[src/rtl/uart_tx_arbiter.sv]
// Round-robin arbiter sharing one uart_tx among NUM_REQ requesters.
// One frame in flight at a time: launch, wait for tx_done (or time out), then hold off for a guard gap.
module uart_tx_arbiter #(
  parameter int NUM_REQ        = 4,
  parameter int GAP_CYCLES     = 16,
  parameter int TIMEOUT_CYCLES = 1000000
) (
  input  logic                       clk,
  input  logic                       rst,
  input  logic [NUM_REQ-1:0]         req,
  input  logic [32*NUM_REQ-1:0]      req_data,
  output logic [NUM_REQ-1:0]         ack,
  output logic [NUM_REQ-1:0]         done,
  output logic                       timeout_err,
  output logic                       busy,
  output logic [$clog2(NUM_REQ)-1:0] grant_id,
  output logic                       uart_start,
  output logic [31:0]                uart_data,
  input  logic                       uart_tx_done
);
  localparam int IDW     = $clog2(NUM_REQ);
  localparam int CNT_MAX = (TIMEOUT_CYCLES > GAP_CYCLES) ? TIMEOUT_CYCLES : GAP_CYCLES;
  localparam int CNT_W   = $clog2(CNT_MAX + 1);
  localparam logic [CNT_W-1:0] TO_LAST  = CNT_W'(TIMEOUT_CYCLES - 1);
  localparam logic [CNT_W-1:0] GAP_LAST = (GAP_CYCLES > 0) ? CNT_W'(GAP_CYCLES - 1) : '0;

  localparam logic [1:0] S_IDLE = 2'd0;
  localparam logic [1:0] S_WAIT = 2'd1;
  localparam logic [1:0] S_GAP  = 2'd2;

  logic [1:0]         state_q, state_d;
  logic [IDW-1:0]     ptr_q, ptr_d;
  logic [CNT_W-1:0]   cnt_q, cnt_d;
  logic [NUM_REQ-1:0] ack_q, ack_d;
  logic [NUM_REQ-1:0] done_q, done_d;
  logic               terr_q, terr_d;
  logic               busy_q, busy_d;
  logic               start_q, start_d;
  logic [31:0]        data_q, data_d;
  logic [IDW-1:0]     gid_q, gid_d;

  logic [31:0]    word [NUM_REQ];
  logic [IDW-1:0] cand;
  logic [IDW-1:0] win_idx;
  logic           win_vld;

  for (genvar g = 0; g < NUM_REQ; g++) begin : g_word
    assign word[g] = req_data[32*g +: 32];
  end

  // Search starts just after the last winner so every requester gets a turn.
  always_comb begin
    win_vld = 1'b0;
    win_idx = '0;
    cand    = '0;
    for (int i = 1; i <= NUM_REQ; i++) begin
      cand = IDW'((int'(ptr_q) + i) % NUM_REQ);
      if (!win_vld && req[cand]) begin
        win_vld = 1'b1;
        win_idx = cand;
      end
    end
  end

  always_comb begin
    state_d = state_q;
    ptr_d   = ptr_q;
    cnt_d   = cnt_q;
    data_d  = data_q;
    gid_d   = gid_q;
    ack_d   = '0;
    done_d  = '0;
    terr_d  = 1'b0;
    start_d = 1'b0;
    case (state_q)
      S_IDLE: begin
        if (win_vld) begin
          state_d        = S_WAIT;
          ptr_d          = win_idx;
          gid_d          = win_idx;
          data_d         = word[win_idx];
          cnt_d          = '0;
          start_d        = 1'b1;
          ack_d[win_idx] = 1'b1;
        end
      end
      S_WAIT: begin
        // A tx_done landing on the timeout edge counts as a normal finish.
        if (uart_tx_done || (cnt_q == TO_LAST)) begin
          done_d[gid_q] = 1'b1;
          terr_d        = !uart_tx_done;
          cnt_d         = '0;
          state_d       = (GAP_CYCLES == 0) ? S_IDLE : S_GAP;
        end else begin
          cnt_d = cnt_q + 1'b1;
        end
      end
      S_GAP: begin
        if (cnt_q == GAP_LAST) begin
          state_d = S_IDLE;
          cnt_d   = '0;
        end else begin
          cnt_d = cnt_q + 1'b1;
        end
      end
      default: state_d = S_IDLE;
    endcase
    busy_d = (state_d != S_IDLE);
  end

  always_ff @(posedge clk or posedge rst) begin
    if (rst) begin
      state_q <= S_IDLE;
      ptr_q   <= IDW'(NUM_REQ - 1);
      cnt_q   <= '0;
      ack_q   <= '0;
      done_q  <= '0;
      terr_q  <= 1'b0;
      busy_q  <= 1'b0;
      start_q <= 1'b0;
      data_q  <= '0;
      gid_q   <= '0;
    end else begin
      state_q <= state_d;
      ptr_q   <= ptr_d;
      cnt_q   <= cnt_d;
      ack_q   <= ack_d;
      done_q  <= done_d;
      terr_q  <= terr_d;
      busy_q  <= busy_d;
      start_q <= start_d;
      data_q  <= data_d;
      gid_q   <= gid_d;
    end
  end

  assign ack         = ack_q;
  assign done        = done_q;
  assign timeout_err = terr_q;
  assign busy        = busy_q;
  assign grant_id    = gid_q;
  assign uart_start  = start_q;
  assign uart_data   = data_q;
endmodule

[config.mk]
export PLATFORM = sky130hd
export DESIGN_NAME = uart_tx_arbiter
export DESIGN_NICKNAME = d
export VERILOG_FILES = /design/src/rtl/uart_tx_arbiter.sv
export SDC_FILE = /design/constraint.sdc
export NUM_CORES = 1
export LEC_CHECK = 0
export ABC_CLOCK_PERIOD_IN_PS = 2880
export CAP_MARGIN = 20
export CORE_ASPECT_RATIO = 1.1
export CORE_UTILIZATION = 43
export DETAILED_ROUTE_END_ITERATION = 7
export PLACE_DENSITY = 0.81
export REMOVE_ABC_BUFFERS = 1
export SKIP_LAST_GASP = 1
export SYNTH_ARGS = -nofsm -noshare
export SYNTH_HDL_FRONTEND = slang
export SYNTH_SLANG_ARGS = --single-unit
[constraint.sdc]
create_clock -name clk -period 2.88 [get_ports clk]
set_input_delay 0.576 -clock clk [delete_from_list [all_inputs] [get_ports clk]]
set_output_delay 0.576 -clock clk [all_outputs]
set_load 0.005 [all_outputs]
==> flow_summary_export.csv <==
group,metric,value,unit
clock_network,cts_max_level,3,
timing,finalHoldViolations,0,
clock_network,cts_resized,0,
final_layout,final_area,0.00655,mm²
clock_network,ctsHoldBuffers,0,
pwr,switching_share,37.8,%
worst_setup_path,worstPathArrival,2750,ps
final_layout,seq_area,0.00173,mm²
synthesis,synth-edff-count,0,
synthesis,synth_area_leaders,"dfrtp_1 (39%), mux2i_1 (7.4%), and4_1 (7.1%)",
worst_hold_path,hold_depth,1,
global_routing,antenna_found_initial,0,
final_layout,multi_input_area,0.00240,mm²
synthesis,netlist_area,0.00430,mm²
clock_network,cts-root-buf,"clkbuf_8",
synthesis,synth_common_cells,"dfrtp_1 (67), nand2_1 (49), o21ai_0 (39)",
pwr,internal-power,3.27,mW
placed_design,place_hpwl,10300,µm
synthesis,yosys_warnings,0,
global_routing,grt_pass1_vias,4611,
die,die_h,107,µm
timing,max-slew-margin-rel,36.5,%
pwr,power.switching,1.99,mW
detailed_routing,ant_nets,0,
timing,max_slew.worst_pin.slew,951,ps
placed_design,place_ws,14.1,ps
synthesis,netlist_instances,455,
timing,whs,499,ps
detailed_routing,wl_per_cell,19.5,µm
worst_setup_path,r2r_end,"cnt_q[2]",
clock_network,clk_pin_slew,80,ps
placed_design,gp_congestion,0.851,
placed_design,place_area,0.00628,mm²
detailed_routing,drt-vias-per-instance,6.03,
clock_network,numCtsBuffers,9,
worst_setup_path,reg2reg_depth,5,
status,status,"finished clean",
flow_run,drv_cap,0,
synthesis,ys_seq_elements,69,
pwr,power_density,803,mW/mm²
synthesis,netlist-cell-type-count,46,
worst_hold_path,hp-class,"register to register",
pwr,power_frac_seq,28.9,%
timing,finalCritPeriodShare,86.4,%
detailed_routing,totalWireLength,14600,µm
worst_setup_path,r2r_start,"cnt_q[6]",
final_layout,nFillCells,732,
clock_network,clk_latency,350,ps
worst_setup_path,worstSetupPathType,"primary input to register",
die,num_rows,37,
pwr,p_comb_share,52.4,%
clock_network,cts_setup_buffers,0,
pwr,vdd_drop_max,0.439,mV
worst_hold_path,worstHoldStart,"grant_id[1]",
global_routing,grt_max_degree,70,
timing,max_freq,402,MHz
die,dieArea,0.0104,mm²
final_layout,syn_to_final_growth,52.2,%
worst_setup_path,r2r_slack,480,ps
synthesis,yosysMostFrequentCell,"dfrtp_1",
timing,setup_slack,391,ps
clock_network,cts_tree,"built",
timing,fin_skew,9.16,ps
worst_setup_path,required,3140,ps
detailed_routing,dr.first_iter.drc_count,346,
final_layout,drive_gt1_share,8.10,%
detailed_routing,drc_errors,0,
die,coreArea,0.00954,mm²
worst_hold_path,whs_endpoint,"done[1]",
global_routing,grt_pass1_wl,23200,µm
synthesis,synth_top_area_cell,"dfrtp_1",
pwr,p_clk_share,18.8,%
timing,maxSlewViolCount,0,
die,io_pins,180,
worst_setup_path,endpoint_kind,"register",
worst_setup_path,worstPathMaxFanout,9,
timing,finalSetupViolations,0,
global_routing,overflow,0,
die,initial_core_util,45.1,%
worst_setup_path,critPathLaunchType,"primary input",
timing,rsz0062_at_grt,"no",
clock_network,clock-sinks,69,
detailed_routing,drtPass1Iterations,5,
synthesis,synth_area_per_cell,9.45,µm²
synthesis,async_flop_share,100,%
timing,tns,0,ps
clock_network,clk_path_buf_depth,2,
die,die_w,97.4,µm
detailed_routing,num_vias,4507,
global_routing,groute.usage.overall,28.3,%
synthesis,yosysTopAreaCellShare,39.0,%
placed_design,io_buffers,179,
timing,fin_crit,2490,ps
pwr,p_leak,2.65,nW
final_layout,insertedDiodeCount,0,
synthesis,ys.flop_type,"dfrtp_1",
synthesis,yosysSeqAreaShare,40.2,%
final_layout,nets,766,
[registers in the layout, indices dropped and copies added, names as in the netlist]
signal,cells
state_q,2
uart_start,1
uart_data,32
timeout_err,1
ack,4
ptr_q,2
done,4
grant_id,2
cnt_q,20
busy,1
[worst max-delay path by stage]
stage | from | end | slack [ps] | depth (start not counted)
floorplan | req[3] | uart_data[0] | -2340 | 5
global placement | req[0] | cnt_q[15] | 100 | 6
detailed placement | req[0] | cnt_q[15] | 10 | 6
CTS | req[0] | cnt_q[15] | 380 | 6
global route | req[0] | cnt_q[15] | 240 | 6
finish | req[0] | cnt_q[15] | 390 | 6
[layer usage]
layer / wire (µm) / vias to the layer above / GRT usage, %
met2: 7360 / 235 / 48.7
met4: 422 / 0 / 13.1
met3: 1320 / 37 / 7.56
met5: 0 / - / 0
met1: 5460 / 2157 / 33.1
li1: - / 2078 / -
[metrics by stage]
step,cells,utilization [%],power (mW)
CTS,746,68.5,5.25
global route,747,68.6,5.56
floorplan,417,-,2.89
detailed placement,730,65.9,4.26
global placement,730,65.9,4.19
finish,747,68.6,5.26
[kinds of logic (layout without fill, tap and decap cells)]
kind of cell / count (synthesis) / after routing / share of synthesized area [%]
flops: 69 / 69 / 40.2
fa+ha+maj: 6 / 6 / 1.75
compound gates: 147 / 147 / 24.0
simple gates: 142 / 142 / 19.6
xor+xnor: 12 / 12 / 2.44
mux: 32 / 32 / 7.45
buf+inv: 47 / 222 / 4.51
[critical path, stage by stage]
cell             delay, ps
clkdlybuf4s50_1        560
nor4_2                 120
a2111oi_2              890
nand3_1                200
or2_0                  240
o211ai_1               160
[cell type report]
class,count,share of cell area (%)
tap,117,2.24
timing repair buffer,197,30.3
sequential,69,26.4
clock buffer,10,2.10
clock inverter,6,1.68
inverter,9,0.516
multi-input combinational,339,36.7
[cells in the final DEF (no fill, tap or decap), drive strengths merged, types with 2 or more instances in the layout]
master         synthesis  final
ha                     6      6
and3                   6      6
dfrtp                 67     67
a21o                   3      3
xnor2                  2      2
xor2                  10     10
nor4                   4      4
o31a                  33     33
clkbuf                29     10
a21oi                 20     20
and2                   2      2
nand2b                 4      4
dfstp                  2      2
nor2b                  3      3
o221ai                 2      2
clkdlybuf4s50          0    179
o21a                   2      2
inv                    9      9
a2111oi                2      2
mux2i                 32     32
buf                    9     18
o31ai                  2      2
or4                    3      3
clkinvlp               0      2
o21ai                 40     40
and4                  35     35
nand3                 11     11
bufinv                 0      3
nand4                  5      5
o2111ai                3      3
nand2                 49     49
nor3                   6      6
nor2                  10     10
o211ai                36     36
[power by group through the flow]
stage	Clock, mW	Sequential (mW)	Combinational [mW]
floorplan	0	1.51	1.38
global placement	0	1.52	2.67
detailed placement	0	1.53	2.73
CTS	0.992	1.52	2.74
global route	1.03	1.56	2.97
finish	0.987	1.52	2.75
Power figures use the tool's default switching activity.
==> patch: new RTL, same flow settings <==
Put one more register stage on the output `timeout_err`. The value now appears one clock later. The other outputs are not delayed to match.
--- a/src/rtl/uart_tx_arbiter.sv
+++ b/src/rtl/uart_tx_arbiter.sv
@@ -138,3 +138,5 @@
   assign done        = done_q;
-  assign timeout_err = terr_q;
+  always_ff @(posedge clk) begin
+    timeout_err <= terr_q;
+  end
   assign busy        = busy_q;
Formal check against the unedited RTL: no difference found for any inputs over 4 cycles, from zero or initial values and one cycle with rst high; that may be too few to reach the edited logic, so the function may still have changed.
==> patch against the unedited design <==
Non-clock buffer count increased by 3. Area after synthesis is 0.47% higher. Power fell by 0.67%. Sequential cell count rose by 1. Register-to-register slack about the same. Utilization decreased by 1.5 points. Worst setup slack lost 0.077 ns. Wire length fell by 1.0%. Final cell count increased by 0.94%. Critical path depth stayed put. Die area up 0.46%. Design area up 0.40%. Clock skew rose by 0.0025 ns.
==> patch: results <==
{
  "clk_pin_slew_ns": 0.08,
  "worst-r2r-setup-slack_ns": 0.48,
  "dr.pass1.iters": 5,
  "synthTopCellsByArea": "dfrtp_1 (39%), mux2i_1 (7.4%), and4_1 (7.1%)",
  "worstMarginPinSlew_ns": 0.970,
  "ctsHtreeMaxLevel": 3,
  "worstHoldPathCells": 0,
  "vias": 4449,
  "arrival_ns": 2.85,
  "p_leak_uw": 0.00266,
  "pre_cts_ws_ns": -0.0170,
  "hold_ws_ns": 0.349,
  "dpl.hpwl_um": 10600,
  "drt_iter0_markers": 275,
  "grt_pass1_wl_um": 22700,
  "globalplace.congestion": 0.880,
  "crit-reg2reg-capture": "cnt_q[2]",
  "status": "finished, final reports clean",
  "port_buffers": 179,
  "grt_max_degree": 35,
  "hold_start": "terr_q",
  "yosys-top-cells-count": "dfrtp_1 (67), nand2_1 (49), o21ai_0 (39)",
  "grtUsageTotal": 0.277,
  "whs_endpoint": "timeout_err",
  "post_dp_cell_area_mm2": 0.00635,
  "drive_gt1_frac": 0.0852,
  "synthArstFlopShare": 0.986,
  "finalClockSkew_ns": 0.0117,
  "timing.rr.start": "cnt_q[10]",
  "cts_resized": 0,
  "wirelength_um": 14400,
  "ys_types": 47,
  "nets": 770,
  "postCtsSetupRepairBufs": 0,
  "yosys_warnings": 0,
  "grt_pass1_vias": 4457,
  "yosysSeqAreaShare": 0.405,
  "max_cap_violations": 0,
  "max-vdd-ir-drop_mv": 0.358
}
## patch: metrics by stage
step | power [uW] | instances | util
global placement | 4230 | 738 | 0.648
detailed placement | 4320 | 738 | 0.648
finish | 5220 | 754 | 0.671
floorplan | 2900 | 418 | -
CTS | 5220 | 754 | 0.671
global route | 5520 | 754 | 0.671
## patch: layout make-up
type	count	area (um^2)
sequential	70	1750
fill	798	3220
tap	120	150
timing repair buffer	200	2010
multi-input combinational	339	2400
inverter	9	33.8
clock inverter	7	98.8
clock buffer	9	124
## patch: logic make-up after synthesis
family / after synthesis / share of synthesized area
AND/OR/NAND/NOR: 142 / 0.195
adder cells (fa/ha/maj): 6 / 0.0174
multiplexers: 32 / 0.0741
flip-flops: 70 / 0.405
XOR/XNOR: 12 / 0.0243
buffers and inverters: 47 / 0.0449
AO/OA/AOI/OAI: 147 / 0.239
## patch: metal layers
metal	wire length, um	track usage
met1	5420	0.328
met2	7500	0.490
met3	1300	0.0763
met5	0	0
met4	195	0.0788
## patch: worst max-delay path: stages
cell and delay, ns:
clkdlybuf4s50_1 0.62, nor4_2 0.13, a2111oi_2 0.91, nand3_1 0.20, or2_0 0.25, o211ai_1 0.15
## patch: where the power goes
group | total (uW) | internal (uW) | switching [uW]
clock network | 901 | 490 | 411
logic | 2800 | 1400 | 1400
registers | 1520 | 1320 | 206
total | 5220 | 3200 | 2020
## patch: how the worst max path moves through the flow
stage / startpoint / endpoint / slack [ns] / cells past startpoint
2_1_floorplan: req[3] / uart_data[0] / -2.34 / 5
3_3_place_gp: req[3] / cnt_q[15] / 0.08 / 6
3_5_place_dp: req[1] / cnt_q[15] / -0.02 / 6
4_1_cts: req[1] / cnt_q[15] / 0.31 / 6
5_1_grt: req[1] / cnt_q[15] / 0.20 / 6
6_report: req[1] / cnt_q[15] / 0.31 / 6
